File: src/rtl/fp_mul_seq_if.sv
// Operand/result handshake bundle for the sequential single-precision multiplier.
// The master drives operands and consumes results; the slave is the multiplier.
interface fp_mul_seq_if;
   logic        in_valid;
   logic        in_ready;
   logic [31:0] a;
   logic [31:0] b;
   logic        out_valid;
   logic        out_ready;
   logic [31:0] result;

   modport master (
      output in_valid, a, b, out_ready,
      input  in_ready, out_valid, result
   );

   modport slave (
      input  in_valid, a, b, out_ready,
      output in_ready, out_valid, result
   );
endinterface

File: src/rtl/fp_mul_seq.sv
// Sequential IEEE-754 single multiplier: 24-cycle shift-add, one normalise cycle, flush-to-zero.
// Optional round-to-nearest-even when FP_MUL_ROUND_EN is defined; truncation otherwise.
module fp_mul_seq (
   input  logic        clk,
   input  logic        rst,
   fp_mul_seq_if.slave bus
);
   typedef enum logic [1:0] {IDLE, MUL, NORM, DONE} state_t;

   state_t             state_q, state_d;
   logic        [47:0] acc_q, acc_d;
   logic        [4:0]  cnt_q, cnt_d;
   logic        [23:0] mcand_q, mcand_d;
   logic        [23:0] mplier_q, mplier_d;
   logic signed [9:0]  exp_q, exp_d;
   logic               sign_q, sign_d;
   logic               nan_q, nan_d;
   logic               inf_q, inf_d;
   logic               zero_q, zero_d;
   logic        [31:0] result_q, result_d;

   logic [7:0] ea, eb;
   logic       a_nan, b_nan, a_inf, b_inf;

   logic                hi;
   logic        [22:0]  mant_t, mant_f;
   logic                grd, stk;
   logic signed [10:0]  exp_n, exp_f;
`ifdef FP_MUL_ROUND_EN
   logic                rnd_carry;
`else
   logic                unused_rnd;
`endif

   function automatic logic [23:0] round_rne(input logic [22:0] mant, input logic guard,
                                             input logic sticky);
      logic up;
      up = guard & (sticky | mant[0]);
      return {1'b0, mant} + {23'd0, up};
   endfunction

   function automatic logic [31:0] pack_sat(input logic sign, input logic signed [10:0] e,
                                            input logic [22:0] mant);
      if (e >= 11'sd255)    return {sign, 8'hFF, 23'd0};
      else if (e <= 11'sd0) return {sign, 31'd0};
      else                  return {sign, e[7:0], mant};
   endfunction

   assign ea    = bus.a[30:23];
   assign eb    = bus.b[30:23];
   assign a_nan = (ea == 8'hFF) && (bus.a[22:0] != 23'd0);
   assign b_nan = (eb == 8'hFF) && (bus.b[22:0] != 23'd0);
   assign a_inf = (ea == 8'hFF) && (bus.a[22:0] == 23'd0);
   assign b_inf = (eb == 8'hFF) && (bus.b[22:0] == 23'd0);

   // Normalise: product of two 1.x significands lies in [1,4), so only bit 47 decides the shift.
   always_comb begin
      hi     = acc_q[47];
      mant_t = hi ? acc_q[46:24] : acc_q[45:23];
      grd    = hi ? acc_q[23] : acc_q[22];
      stk    = hi ? (|acc_q[22:0]) : (|acc_q[21:0]);
      exp_n  = $signed({exp_q[9], exp_q}) + (hi ? 11'sd1 : 11'sd0);
`ifdef FP_MUL_ROUND_EN
      {rnd_carry, mant_f} = round_rne(mant_t, grd, stk);
      exp_f = exp_n + (rnd_carry ? 11'sd1 : 11'sd0);
`else
      mant_f     = mant_t;
      exp_f      = exp_n;
      unused_rnd = grd ^ stk;
`endif
   end

   always_comb begin
      state_d  = state_q;
      acc_d    = acc_q;
      cnt_d    = cnt_q;
      mcand_d  = mcand_q;
      mplier_d = mplier_q;
      exp_d    = exp_q;
      sign_d   = sign_q;
      nan_d    = nan_q;
      inf_d    = inf_q;
      zero_d   = zero_q;
      result_d = result_q;
      case (state_q)
         IDLE: begin
            if (bus.in_valid) begin
               sign_d   = bus.a[31] ^ bus.b[31];
               exp_d    = $signed({2'b00, ea}) + $signed({2'b00, eb}) - 10'sd127;
               mcand_d  = {1'b1, bus.a[22:0]};
               mplier_d = {1'b1, bus.b[22:0]};
               nan_d    = a_nan | b_nan;
               inf_d    = a_inf | b_inf;
               zero_d   = (ea == 8'd0) | (eb == 8'd0);
               acc_d    = 48'd0;
               cnt_d    = 5'd0;
               state_d  = MUL;
            end
         end
         MUL: begin
            if (mplier_q[cnt_q]) acc_d = acc_q + ({24'd0, mcand_q} << cnt_q);
            cnt_d = cnt_q + 5'd1;
            if (cnt_q == 5'd23) state_d = NORM;
         end
         NORM: begin
            // Specials ride the same timeline so latency never depends on operand class.
            if (nan_q || (inf_q && zero_q)) result_d = 32'h7FC0_0000;
            else if (inf_q)                 result_d = {sign_q, 8'hFF, 23'd0};
            else if (zero_q)                result_d = {sign_q, 31'd0};
            else                            result_d = pack_sat(sign_q, exp_f, mant_f);
            state_d = DONE;
         end
         DONE: begin
            if (bus.out_ready) state_d = IDLE;
         end
         default: state_d = IDLE;
      endcase
   end

   always_ff @(posedge clk) begin
      if (rst) begin
         state_q  <= IDLE;
         acc_q    <= 48'd0;
         cnt_q    <= 5'd0;
         mcand_q  <= 24'd0;
         mplier_q <= 24'd0;
         exp_q    <= 10'sd0;
         sign_q   <= 1'b0;
         nan_q    <= 1'b0;
         inf_q    <= 1'b0;
         zero_q   <= 1'b0;
         result_q <= 32'd0;
      end else begin
         state_q  <= state_d;
         acc_q    <= acc_d;
         cnt_q    <= cnt_d;
         mcand_q  <= mcand_d;
         mplier_q <= mplier_d;
         exp_q    <= exp_d;
         sign_q   <= sign_d;
         nan_q    <= nan_d;
         inf_q    <= inf_d;
         zero_q   <= zero_d;
         result_q <= result_d;
      end
   end

   assign bus.in_ready  = (state_q == IDLE);
   assign bus.out_valid = (state_q == DONE);
   assign bus.result    = result_q;
endmodule

File: src/flat_wrapper.sv
// flat-port wrapper written by rule: the top's interface ports become plain ports
module fp_mul_seq_flat 
  (clk, rst, bus_in_valid, bus_a, bus_b, bus_out_ready, bus_in_ready, bus_out_valid, bus_result);
  fp_mul_seq_if bus_i ();
  input  logic clk;
  input  logic rst;
  input wire logic [$bits(bus_i.in_valid)-1:0] bus_in_valid;
  input wire logic [$bits(bus_i.a)-1:0] bus_a;
  input wire logic [$bits(bus_i.b)-1:0] bus_b;
  input wire logic [$bits(bus_i.out_ready)-1:0] bus_out_ready;
  output wire logic [$bits(bus_i.in_ready)-1:0] bus_in_ready;
  output wire logic [$bits(bus_i.out_valid)-1:0] bus_out_valid;
  output wire logic [$bits(bus_i.result)-1:0] bus_result;
  assign bus_i.in_valid = bus_in_valid;
  assign bus_i.a = bus_a;
  assign bus_i.b = bus_b;
  assign bus_i.out_ready = bus_out_ready;
  assign bus_in_ready = bus_i.in_ready;
  assign bus_out_valid = bus_i.out_valid;
  assign bus_result = bus_i.result;
  fp_mul_seq u_core (.clk(clk), .rst(rst), .bus(bus_i));
endmodule
File: config.mk
export PLATFORM = sky130hd
export DESIGN_NAME = fp_mul_seq_flat
export DESIGN_NICKNAME = d
export VERILOG_FILES = /design/src/rtl/fp_mul_seq_if.sv /design/src/rtl/fp_mul_seq.sv /design/src/flat_wrapper.sv
export SDC_FILE = /design/constraint.sdc
export NUM_CORES = 1
export LEC_CHECK = 0
export CORE_ASPECT_RATIO = 1.25
export CORE_UTILIZATION = 60
export CTS_BUF_LIST = sky130_fd_sc_hd__clkbuf_2
export CTS_CLUSTER_DIAMETER = 40
export DETAILED_ROUTE_END_ITERATION = 10
export PLACE_DENSITY = 0.81
export SYNTH_ARGS = -nofsm -noshare
export SYNTH_HDL_FRONTEND = slang
export SYNTH_SLANG_ARGS = --single-unit
File: constraint.sdc
create_clock -name clk -period 6.2 [get_ports clk]
set_input_delay 1.24 -clock clk [delete_from_list [all_inputs] [get_ports clk]]
set_output_delay 1.24 -clock clk [all_outputs]
set_load 0.02 [all_outputs]
==> results.py <==
metrics = {
    "synthesis": {
        "synth_flop_cell": "dfxtp_1",
        "async_flop_share_pct": 0,
        "synth-edff-count": 0,
        "synth_top_family_by_area": "compound AO/OA/AOI/OAI gates",
        "synthCells": 1301,
        "synth-compound-area-share_pct": 23.8,
        "avgSynthCellArea_um2": 7.92,
        "syn_area_mm2": 0.0103,
        "synth_cell_types": 71,
        "synthMuxAreaShare_pct": 10.7,
        "synth-simple-area-share_pct": 20.0,
        "syn-num-nets": 1434,
        "ys_ff_latch": 148,
        "synth_fa_ha_area_share_pct": 8.04,
        "synth-xor-area-share_pct": 5.19,
        "ys_seq_area_share_pct": 28.8,
        "ys.warnings.count": 0,
    },
    "setup_path": {
        "endpoint_kind": "flip-flop",
        "path_max_fanout": 28,
        "endpoint": "u_core.acc_q[46]",
        "rrSetupSlack_ns": 1.15,
        "critPathLaunchType": "flip-flop",
        "reg2reg_depth": 16,
        "cpMostUsedCell": "o21ai_0",
        "criticalPathCategory": "flip-flop to flip-flop",
        "critPathMaxStageDelay_ns": 0.79,
        "critPathLaunch": "u_core.cnt_q[1]",
        "cp_cell_sequence": "buf_4 -> mux2_2 -> o21ai_0 -> o21ai_0 -> o21ai_0 -> o22ai_1 -> ha_1 -> a21oi_1 -> o21ai_0 -> a2111o_1 -> o21a_1 -> o21ai_1 -> o211ai_1 -> a31oi_1 -> xnor2_1 -> a22o_1",
        "r2r-end": "u_core.acc_q[46]",
        "required_ns": 6.91,
        "worst_path_max_delay_cell": "dfxtp_2",
        "critPathArrivalTime_ns": 5.76,
        "reg2reg_from": "u_core.cnt_q[1]",
    },
    "grt": {
        "antenna_found_initial": 1,
        "grt_pass1_vias": 9300,
        "globalRouteTotalUtil_pct": 32.7,
        "grt_pass1_wl_mm": 45.9,
        "overflow": 0,
        "grt_start_max_net_pins": 69,
    },
    "run": {
        "drv_cap": 0,
    },
    "sta": {
        "worst_pin_slew_ns": 1.18,
        "period_share_pct": 81.4,
        "rsz0062_at_grt": "no",
        "hold_ws_ns": 0.474,
        "setup_violations": 0,
        "fin_crit_ns": 5.05,
        "final.setup.tns_ns": 0,
        "hold_violations": 0,
        "max_slew_margin_pct": 21.5,
        "max_freq_mhz": 198,
        "finClkSkew_ns": 0.0289,
        "drv_slew": 0,
    },
    "drt": {
        "antenna_left": 0,
        "drt_iter0_drc": 761,
        "drc_errors": 0,
        "wl_mm": 28.5,
        "drt_pre_antenna_iters": 5,
        "wl_per_cell_um": 17.9,
        "vias": 9815,
        "vias_per_cell": 6.16,
    },
    "power_and_ir_drop": {
        "ir_drop_mv": 0.231,
        "cellPowerDensity_mw_per_mm2": 268,
        "p_leak_nw": 4.56,
    },
    "cts": {
        "cts_max_level": 4,
        "clk_latency_ns": 0.79,
        "clock-sinks": 148,
        "post-cts-setup-buffers": 0,
        "cts_resized": 0,
        "root_buffer": "clkbuf_2",
        "numCtsBuffers": 17,
        "holdBufCountCts": 0,
        "clk_pin_slew_worst_paths_ns": 0.26,
        "clk_path_buf_depth": 2,
        "cts_tree": "built",
    },
    "die": {
        "die_w_um": 119,
        "dieHeight_um": 148,
        "pin_count": 102,
        "rows": 53,
        "core_area_mm2": 0.0168,
        "die_area_mm2": 0.0177,
        "initial_core_util_pct": 61.4,
    },
    "placed_design": {
        "hpwl_mm": 22.0,
        "port_buffers": 101,
        "gp_congestion": 0.942,
    },
    "cells_and_area": {
        "fin_nets": 1493,
        "syn_to_final_growth_pct": 13.0,
        "fillers": 1439,
        "drive_above_1_share_pct": 7.87,
    },
    "worst_hold_path": {
        "hold_class": "flip-flop to flip-flop",
    },
    "outcome": {
        "status": "completed",
    },
}
Yosys cell counts (17+ instances only):
cell,number,area [um2]
a21o_1,25,188
a21oi_1,128,641
a22o_1,20,175
a22oi_1,18,135
clkbuf_1,47,176
dfxtp_1,148,2960
ha_1,63,788
mux2_2,18,203
mux2i_1,67,671
nand2_1,211,792
nand3_1,22,110
nand4_1,19,119
nor2_1,127,477
nor4_1,17,106
o21ai_0,57,285
o21ai_2,21,184
xnor2_1,34,298
xor2_1,27,236
stage by stage:
stage	instances	worst slack (ns)	total power, mW	instance area [um2]	utilization (%)
finish	1594	1.15	3.13	11600	69.4
global route	1594	0.829	3.31	11600	69.4
CTS	1593	1.20	3.12	11600	69.4
detailed placement	1561	1.17	2.50	11400	67.8
global placement	1561	1.34	2.48	11400	67.8
floorplan	1301	2.04	2.12	10300	-
cells in the final DEF, fill, tap and decap left out, types with 9 or more instances in the layout:
cell,count
mux2_2,18
a22oi_1,18
inv_1,14
nand2_1,211
o21ai_0,57
o22ai_1,16
a21oi_1,128
nor4_1,17
ha_1,63
and3_1,10
a21o_1,25
a31oi_1,9
a22o_1,20
clkdlybuf4s50_1,100
o21ai_2,21
a211oi_1,16
nand2b_1,10
nor2b_1,9
nand4_1,19
mux2i_1,67
nor2_1,127
dfxtp_1,146
nor3_1,11
buf_4,13
o21bai_1,11
o21a_1,11
nand3_1,22
xnor2_1,34
xor2_1,27
clkbuf_2,17
mux4_2,10
registers in the layout, summed over array words and instances (netlist names):
signal	cells
u_core.acc_q	48
u_core.bus.result	32
u_core.cnt_q	5
u_core.exp_q	10
u_core.inf_q	1
u_core.mcand_q	23
u_core.mplier_q	24
u_core.nan_q	1
u_core.sign_q	1
u_core.state_q	2
u_core.zero_q	1
report_power, final:
part,leakage [nW],switching (mW),internal (mW)
sequential,1.20,0.130,1.08
clock,0.156,0.424,0.207
combinational,3.20,0.794,0.497
kinds of logic (layout without fill, tap and decap cells):
logic type,count (synthesis),in the layout
and+or+nand+nor,466,466
DFF,148,148
other,0,1
xor gates and xnor gates,61,61
muxes,95,95
adders and majority gates,65,65
buffers and inverters,88,160
AOI/OAI and AO/OA,378,378
worst min-delay path by stage:
| stage | endpoint | start | depth (start not counted) | slack [ns] |
|---|---|---|---|---|
| 2_1_floorplan | u_core.mplier_q[3] | u_core.mplier_q[3] | 2 | 0.43 |
| 6_report | u_core.bus.result[13] | u_core.bus.result[13] | 2 | 0.47 |
| 4_1_cts | u_core.mplier_q[1] | u_core.mplier_q[1] | 2 | 0.47 |
| 3_5_place_dp | u_core.bus.result[10] | u_core.bus.result[10] | 2 | 0.44 |
| 5_1_grt | u_core.mplier_q[2] | u_core.mplier_q[2] | 2 | 0.49 |
| 3_3_place_gp | u_core.bus.result[10] | u_core.bus.result[10] | 2 | 0.44 |
critical path, delay by kind of cell (launching register included):
family / cells / cell delay (ns)
compound gates: 12 / 3.02
xor+xnor: 1 / 0.09
fa+ha+maj: 1 / 0.38
buf+inv: 1 / 0.34
flops: 1 / 0.79
mux: 1 / 0.36
per-layer routing:
layer  GRT usage [%]  wire (um)
met1            36.2      11300
met2            60.0      14600
met4            16.5       1210
met3            5.21       1400
met5               0          0
final cells by class:
cell class / count / area, um2 / area share, %
multi-input cells: 1065 / 6980 / 59.9
clock buffers: 17 / 85.1 / 0.731
inverters: 15 / 56.3 / 0.484
diodes: 1 / 2.50 / 0.0215
clock inverters: 15 / 184 / 1.58
well taps: 220 / 275 / 2.36
flip-flops and latches: 148 / 2970 / 25.5
repair buffers: 113 / 1100 / 9.43
(Power assumes the default switching activity.)
